$ cat config.mk
export PLATFORM = sky130hd
export DESIGN_NAME = dram_dqs_rx_gate
export DESIGN_NICKNAME = d
export VERILOG_FILES = /design/src/rtl/dram_dqs_rx_pkg.sv /design/src/rtl/dram_dqs_rx_tmo.sv /design/src/rtl/dram_dqs_rx_gate.sv
export SDC_FILE = /design/constraint.sdc
export NUM_CORES = 1
export LEC_CHECK = 0
export BUFFER_PORTS_ARGS = -buffer_cell sky130_fd_sc_hd__buf_2
export CORE_ASPECT_RATIO = 0.75
export CORE_MARGIN = 2
export CORE_UTILIZATION = 50
export CTS_CLUSTER_SIZE = 10
export DETAILED_ROUTE_END_ITERATION = 8
export PLACE_DENSITY = 0.77
export SYNTH_ARGS = -nofsm -noshare
export SYNTH_HDL_FRONTEND = slang
export SYNTH_SLANG_ARGS = --single-unit
$ cat constraint.sdc
create_clock -name clk -period 1.9 [get_ports clk]
set_input_delay 0.095 -clock clk [delete_from_list [all_inputs] [get_ports clk]]
set_output_delay 0.095 -clock clk [all_outputs]
set_load 0.05 [all_outputs]
$ cat src/rtl/dram_dqs_rx_pkg.sv
// Shared encodings and widths for the DQS read-capture gate.
package dram_dqs_rx_pkg;

  typedef enum logic [2:0] {
    ST_IDLE  = 3'd0,
    ST_LAT   = 3'd1,
    ST_PRE   = 3'd2,
    ST_BURST = 3'd3,
    ST_POST  = 3'd4
  } rx_state_e;

  localparam int PEND_MAX = 3;
  localparam int PEND_W   = 2;
  localparam int LAT_W    = 4;
  localparam int EDGE_W   = 4;
  localparam int TMO_W    = 8;
  localparam int STAT_W   = 8;

endpackage

$ cat src/rtl/dram_dqs_rx_tmo.sv
// Missing-strobe watchdog: counts enabled cycles since the last clear and flags
// the cycle in which the TMO-th consecutive edge-less cycle is reached.
module dram_dqs_rx_tmo
  import dram_dqs_rx_pkg::*;
#(
  parameter int TMO = 15
) (
  input  logic clk,
  input  logic rst_l,
  input  logic clr,
  input  logic en,
  output logic expire
);

  logic [TMO_W-1:0] ctr;

  always_ff @(posedge clk or negedge rst_l) begin
    if (!rst_l)      ctr <= '0;
    else if (clr)    ctr <= '0;
    else if (en)     ctr <= ctr + TMO_W'(1);
  end

  // A clear in the same cycle (a strobe edge) always beats expiry.
  assign expire = en & ~clr & (ctr == TMO_W'(TMO - 1));

endmodule

$ cat src/rtl/dram_dqs_rx_gate.sv
// Read-direction DQS gate: latency wait, preamble/burst edge counting, completion
// or timeout, with up to PEND_MAX queued reads. Optional timeout statistics
// counter is built when DQS_RX_TMO_STATS_EN is defined.
module dram_dqs_rx_gate
  import dram_dqs_rx_pkg::*;
#(
  parameter int BURST_LEN = 4,
  parameter int TMO       = 15
) (
  input  logic             clk,
  input  logic             rst_l,
  input  logic             dram_io_channel_disabled,
  input  logic             rd_start,
  input  logic [LAT_W-1:0] rd_lat,
  input  logic             dqs_in,
  output logic             dqs_gate,
  output logic             dqs_edge,
  output logic             rd_done,
  output logic             rd_tmo,
  output logic             busy,
  output logic             ovf_err,
  output logic [7:0]       tmo_cnt
);

  localparam logic [EDGE_W-1:0] LAST_EDGE = EDGE_W'(BURST_LEN - 1);
  localparam logic [PEND_W-1:0] PEND_FULL = PEND_W'(PEND_MAX);

  rx_state_e          state, state_n;
  logic [LAT_W-1:0]   lat_cnt, lat_n;
  logic [EDGE_W-1:0]  edge_cnt, edge_n;
  logic [PEND_W-1:0]  pend, pend_n;
  logic               dqs_q, rise;
  logic               edge_pulse_n, tmo_pulse_n, ovf_n, dispatch;
  logic               tmo_en, tmo_clr, tmo_expire;

  assign rise = dqs_in & ~dqs_q;

  assign tmo_en  = (state == ST_PRE) || (state == ST_BURST);
  assign tmo_clr = rise | ~tmo_en;

  dram_dqs_rx_tmo #(.TMO(TMO)) u_tmo (
    .clk    (clk),
    .rst_l  (rst_l),
    .clr    (tmo_clr),
    .en     (tmo_en),
    .expire (tmo_expire)
  );

  always_ff @(posedge clk or negedge rst_l) begin
    if (!rst_l) begin
      state    <= ST_IDLE;
      lat_cnt  <= '0;
      edge_cnt <= '0;
      pend     <= '0;
      dqs_q    <= 1'b0;
      dqs_edge <= 1'b0;
      rd_tmo   <= 1'b0;
      ovf_err  <= 1'b0;
    end else begin
      state    <= state_n;
      lat_cnt  <= lat_n;
      edge_cnt <= edge_n;
      pend     <= pend_n;
      dqs_q    <= dqs_in;
      dqs_edge <= edge_pulse_n;
      rd_tmo   <= tmo_pulse_n;
      ovf_err  <= ovf_n;
    end
  end

  always_comb begin
    state_n      = state;
    lat_n        = lat_cnt;
    edge_n       = edge_cnt;
    pend_n       = pend;
    edge_pulse_n = 1'b0;
    tmo_pulse_n  = 1'b0;
    ovf_n        = ovf_err;
    dispatch     = 1'b0;

    case (state)
      ST_IDLE: if (rd_start) begin
        state_n = ST_LAT;
        lat_n   = rd_lat;
      end
      ST_LAT: begin
        if (lat_cnt == '0) state_n = ST_PRE;
        else               lat_n   = lat_cnt - LAT_W'(1);
      end
      ST_PRE: begin
        if (rise) begin
          state_n      = ST_BURST;
          edge_n       = EDGE_W'(1);
          edge_pulse_n = 1'b1;
        end else if (tmo_expire) begin
          tmo_pulse_n = 1'b1;
          dispatch    = 1'b1;
        end
      end
      ST_BURST: begin
        if (rise) begin
          edge_n       = edge_cnt + EDGE_W'(1);
          edge_pulse_n = 1'b1;
          if (edge_cnt == LAST_EDGE) state_n = ST_POST;
        end else if (tmo_expire) begin
          tmo_pulse_n = 1'b1;
          dispatch    = 1'b1;
        end
      end
      ST_POST:  dispatch = 1'b1;
      default:  state_n  = ST_IDLE;
    endcase

    // A start arriving on a dispatch cycle is consumed directly, leaving pend as is.
    if (dispatch) begin
      if (rd_start || pend != '0) begin
        state_n = ST_LAT;
        lat_n   = rd_lat;
        if (!rd_start) pend_n = pend - PEND_W'(1);
      end else begin
        state_n = ST_IDLE;
      end
    end else if (state != ST_IDLE && rd_start) begin
      if (pend == PEND_FULL) ovf_n  = 1'b1;
      else                   pend_n = pend + PEND_W'(1);
    end

    if (dram_io_channel_disabled) begin
      state_n      = ST_IDLE;
      lat_n        = '0;
      edge_n       = '0;
      pend_n       = '0;
      edge_pulse_n = 1'b0;
      tmo_pulse_n  = 1'b0;
      ovf_n        = ovf_err;
    end
  end

  assign dqs_gate = (state == ST_PRE) || (state == ST_BURST) || (state == ST_POST);
  assign rd_done  = (state == ST_POST);
  assign busy     = (state != ST_IDLE);

`ifdef DQS_RX_TMO_STATS_EN
  logic [STAT_W-1:0] tmo_cnt_q;

  always_ff @(posedge clk or negedge rst_l) begin
    if (!rst_l)                           tmo_cnt_q <= '0;
    else if (tmo_pulse_n && tmo_cnt_q != '1) tmo_cnt_q <= tmo_cnt_q + STAT_W'(1);
  end

  assign tmo_cnt = tmo_cnt_q;
`else
  assign tmo_cnt = 8'h00;
`endif

endmodule

==> qor.yml <==
worstSetupStartpointType: "register"
gr-usage-all-layers_pct: 22.5
ios: 23
cts.sinks: 25
placed_area_um2: 1610
diodes: 0
antenna_found_initial: 0
cts_max_path_buffers: 2
grt_pass1_wl_mm: 5.76
ant_nets: 0
seqPwrFrac_pct: 32.4
synth_commonest_cells: "dfrtp_1, nor2_1, nand2_1"
dieWidth_um: 67.2
critPathKind: "reg -> reg"
ys.flop_type: "dfrtp_1"
synthMostInstantiatedCell: "dfrtp_1"
leakagePower_nw: 0.845
relSlewSlack_pct: 62.1
finalMaxSlewViolations: 0
die_area_um2: 3450
port_buffers: 14
fmax_ghz: 0.531
gr-total-overflow: 0
synth_area_per_cell_um2: 9.24
grt_setup_unrepaired: "true"
routedWlPerCell_um: 15.8
netlist_top_cells_area: "dfrtp_1, nor2_1, buf_4"
period_needed_ns: 1.88
power.total_mw: 2.22
p_sw_mw: 0.953
drt_iter0_drc: 114
skew_ns: 0.00189
synth_top_area_cell: "dfrtp_1"
clk-insertion-delay-late_ns: 0.26
drtPass1Iterations: 4
synth_top_area_share_pct: 41.8
vias: 1329
outcome: "complete, no violations"
synthArstFlopShare_pct: 100
ir_worst_vdd_mv: 0.534
dp_hpwl_mm: 2.45
postSynthCellCount: 162
hold_class: "in -> reg"
required_ns: 2.06
tritoncts: "yes"
drv_cap: 0
path_max_fanout: 3
grt_pass1_vias: 1272
path_clk_slew_ns: 0.08
hold_violations: 0
p_clk_share_pct: 14.1
initial_core_util_pct: 51.7
syn_area_um2: 1500
cts-root-buf: "clkbuf_8"
n_fill_cell: 238
drive_gt1_share_pct: 27.0
layoutNonFillerInstCount: 227
worst_ep_arrival_time_ns: 2.04
tightest_slew_ns: 0.568
ys_seq_area_share_pct: 41.8
drc_errors: 0
finalNetCount: 203
rows: 17
coreArea_um2: 2890
die_h_um: 51.4
routed_via_density: 5.85
syn_to_final_growth_pct: 17.6
intPower_mw: 1.27
dp_cells: 216
p_sw_share_pct: 42.9
critPathCaptureType: "register"
place_congestion: 0.823
grt_start_max_net_pins: 26
synth_cell_types: 49
post-route-period-util_pct: 99.1
p_per_area_nw_per_um2: 1260
wl_mm: 3.59
setup-violations-final: 0
yosysWarnings: 0
share_comb_of_total_power_pct: 53.5
cts_buffers: 3
synth_edf_count: 0
htreeDepth: 1
ys_ff_latch: 25
final_area_um2: 1760
power groups by stage:
stage          combinational [mW]  sequential, mW  clock, mW
3_5_place_dp                0.979           0.729          0
2_1_floorplan               0.696           0.743          0
6_report                     1.19           0.721      0.313
5_1_grt                      1.27           0.734      0.339
3_3_place_gp                0.932           0.719          0
4_1_cts                      1.05           0.714      0.316
routing by layer:
| layer | routed length [um] | vias up | global-route usage, % |
|---|---|---|---|
| met2 | 1670 | 66 | 35.5 |
| li1 | - | 616 | - |
| met4 | 114 | 0 | 10.2 |
| met5 | 0 | - | 0 |
| met1 | 1550 | 635 | 29.9 |
| met3 | 259 | 12 | 4.63 |
worst max-delay path: stages, from the launching register on:
cell     delay, ns
dfrtp_1       0.42
inv_2         0.11
ha_4          0.14
or3b_4        0.38
and3_4        0.20
o21ai_4       0.14
nand3_2       0.09
mux2_4        0.30
kinds of logic (layout without fill, tap and decap cells):
group,Yosys count,after routing,synth area share (%)
mux,2,2,1.76
compound gates,33,33,15.9
other cells,1,8,0.251
xor+xnor,6,6,3.51
simple gates,72,72,26.7
buf+inv,19,39,6.77
fa+ha+maj,4,4,3.34
flops,25,25,41.8
cell type report:
cell class	instances	area, um2	share of cell area, %
multi-input combinational	125	835	47.4
sequential	25	627	35.6
timing repair buffer	27	176	10.0
tap	38	47.5	2.70
clock buffer	4	45.0	2.56
inverter	8	30.0	1.71
metrics by stage:
| step | hold slack (ns) | util, % | worst slack (ns) | setup TNS, ns |
|---|---|---|---|---|
| 6_report | 0.0823 | 60.9 | 0.0170 | 0 |
| 3_5_place_dp | 0.125 | 55.8 | -0.0473 | -0.0845 |
| 3_3_place_gp | 0.116 | 55.8 | 0.0663 | 0 |
| 5_1_grt | 0.0786 | 60.9 | -0.0102 | -0.0200 |
| 2_1_floorplan | -0.201 | - | 0.0615 | 0 |
| 4_1_cts | 0.0777 | 59.3 | 0.00146 | 0 |
sequential cells by signal (all words and copies together) (netlist names):
register / flops
pend: 2
dqs_q: 1
rd_tmo: 1
ovf_err: 1
dqs_edge: 1
lat_cnt: 4
u_tmo.ctr: 8
edge_cnt: 4
state: 3
final timing paths:
| check | from | endpoint | slack (ns) | depth (start not counted) |
|---|---|---|---|---|
| worst max-delay path | lat_cnt[1]$_DFF_PN0_ | state[0]$_DFFE_PN0P_ | 0.02 | 7 |
| min in group asynchronous | rst_l | u_tmo.ctr[0]$_DFFE_PN0P_ | 0.35 | 2 |
| worst min-delay path | rd_lat[1] | lat_cnt[1]$_DFF_PN0_ | 0.08 | 3 |
| worst max register to register | lat_cnt[1]$_DFF_PN0_ | state[0]$_DFFE_PN0P_ | 0.02 | 7 |
| max in group asynchronous | rst_l | state[1]$_DFFE_PN0P_ | 1.14 | 2 |
| worst min register to register | ovf_err$_DFFE_PN0P_ | ovf_err$_DFFE_PN0P_ | 0.48 | 1 |
placed cells by master (no fill, tap or decap), types with 3 or more instances in the layout:
master,instances
a21oi_1,6
xor2_1,4
inv_2,3
ha_1,3
nand2_1,13
conb_1,8
nor2_1,21
a22oi_1,4
o21ai_0,5
and3_1,3
nor3_1,4
inv_1,5
buf_2,14
dfrtp_1,24
nand3_1,7
clkbuf_8,3
nor2b_1,3
buf_4,10
repair_timing:
| action | in CTS | in global routing |
|---|---|---|
| resized for setup | 5 | 7 |
| endpoints found under the hold margin | 26 | 0 |
| endpoints found under the setup margin | 3 | 5 |
| buffers inserted | 3 | 2 |
| hold buffers | 2 | 0 |
| pin swaps | 1 | 6 |
Note: power is estimated with default switching activity, not from simulation.
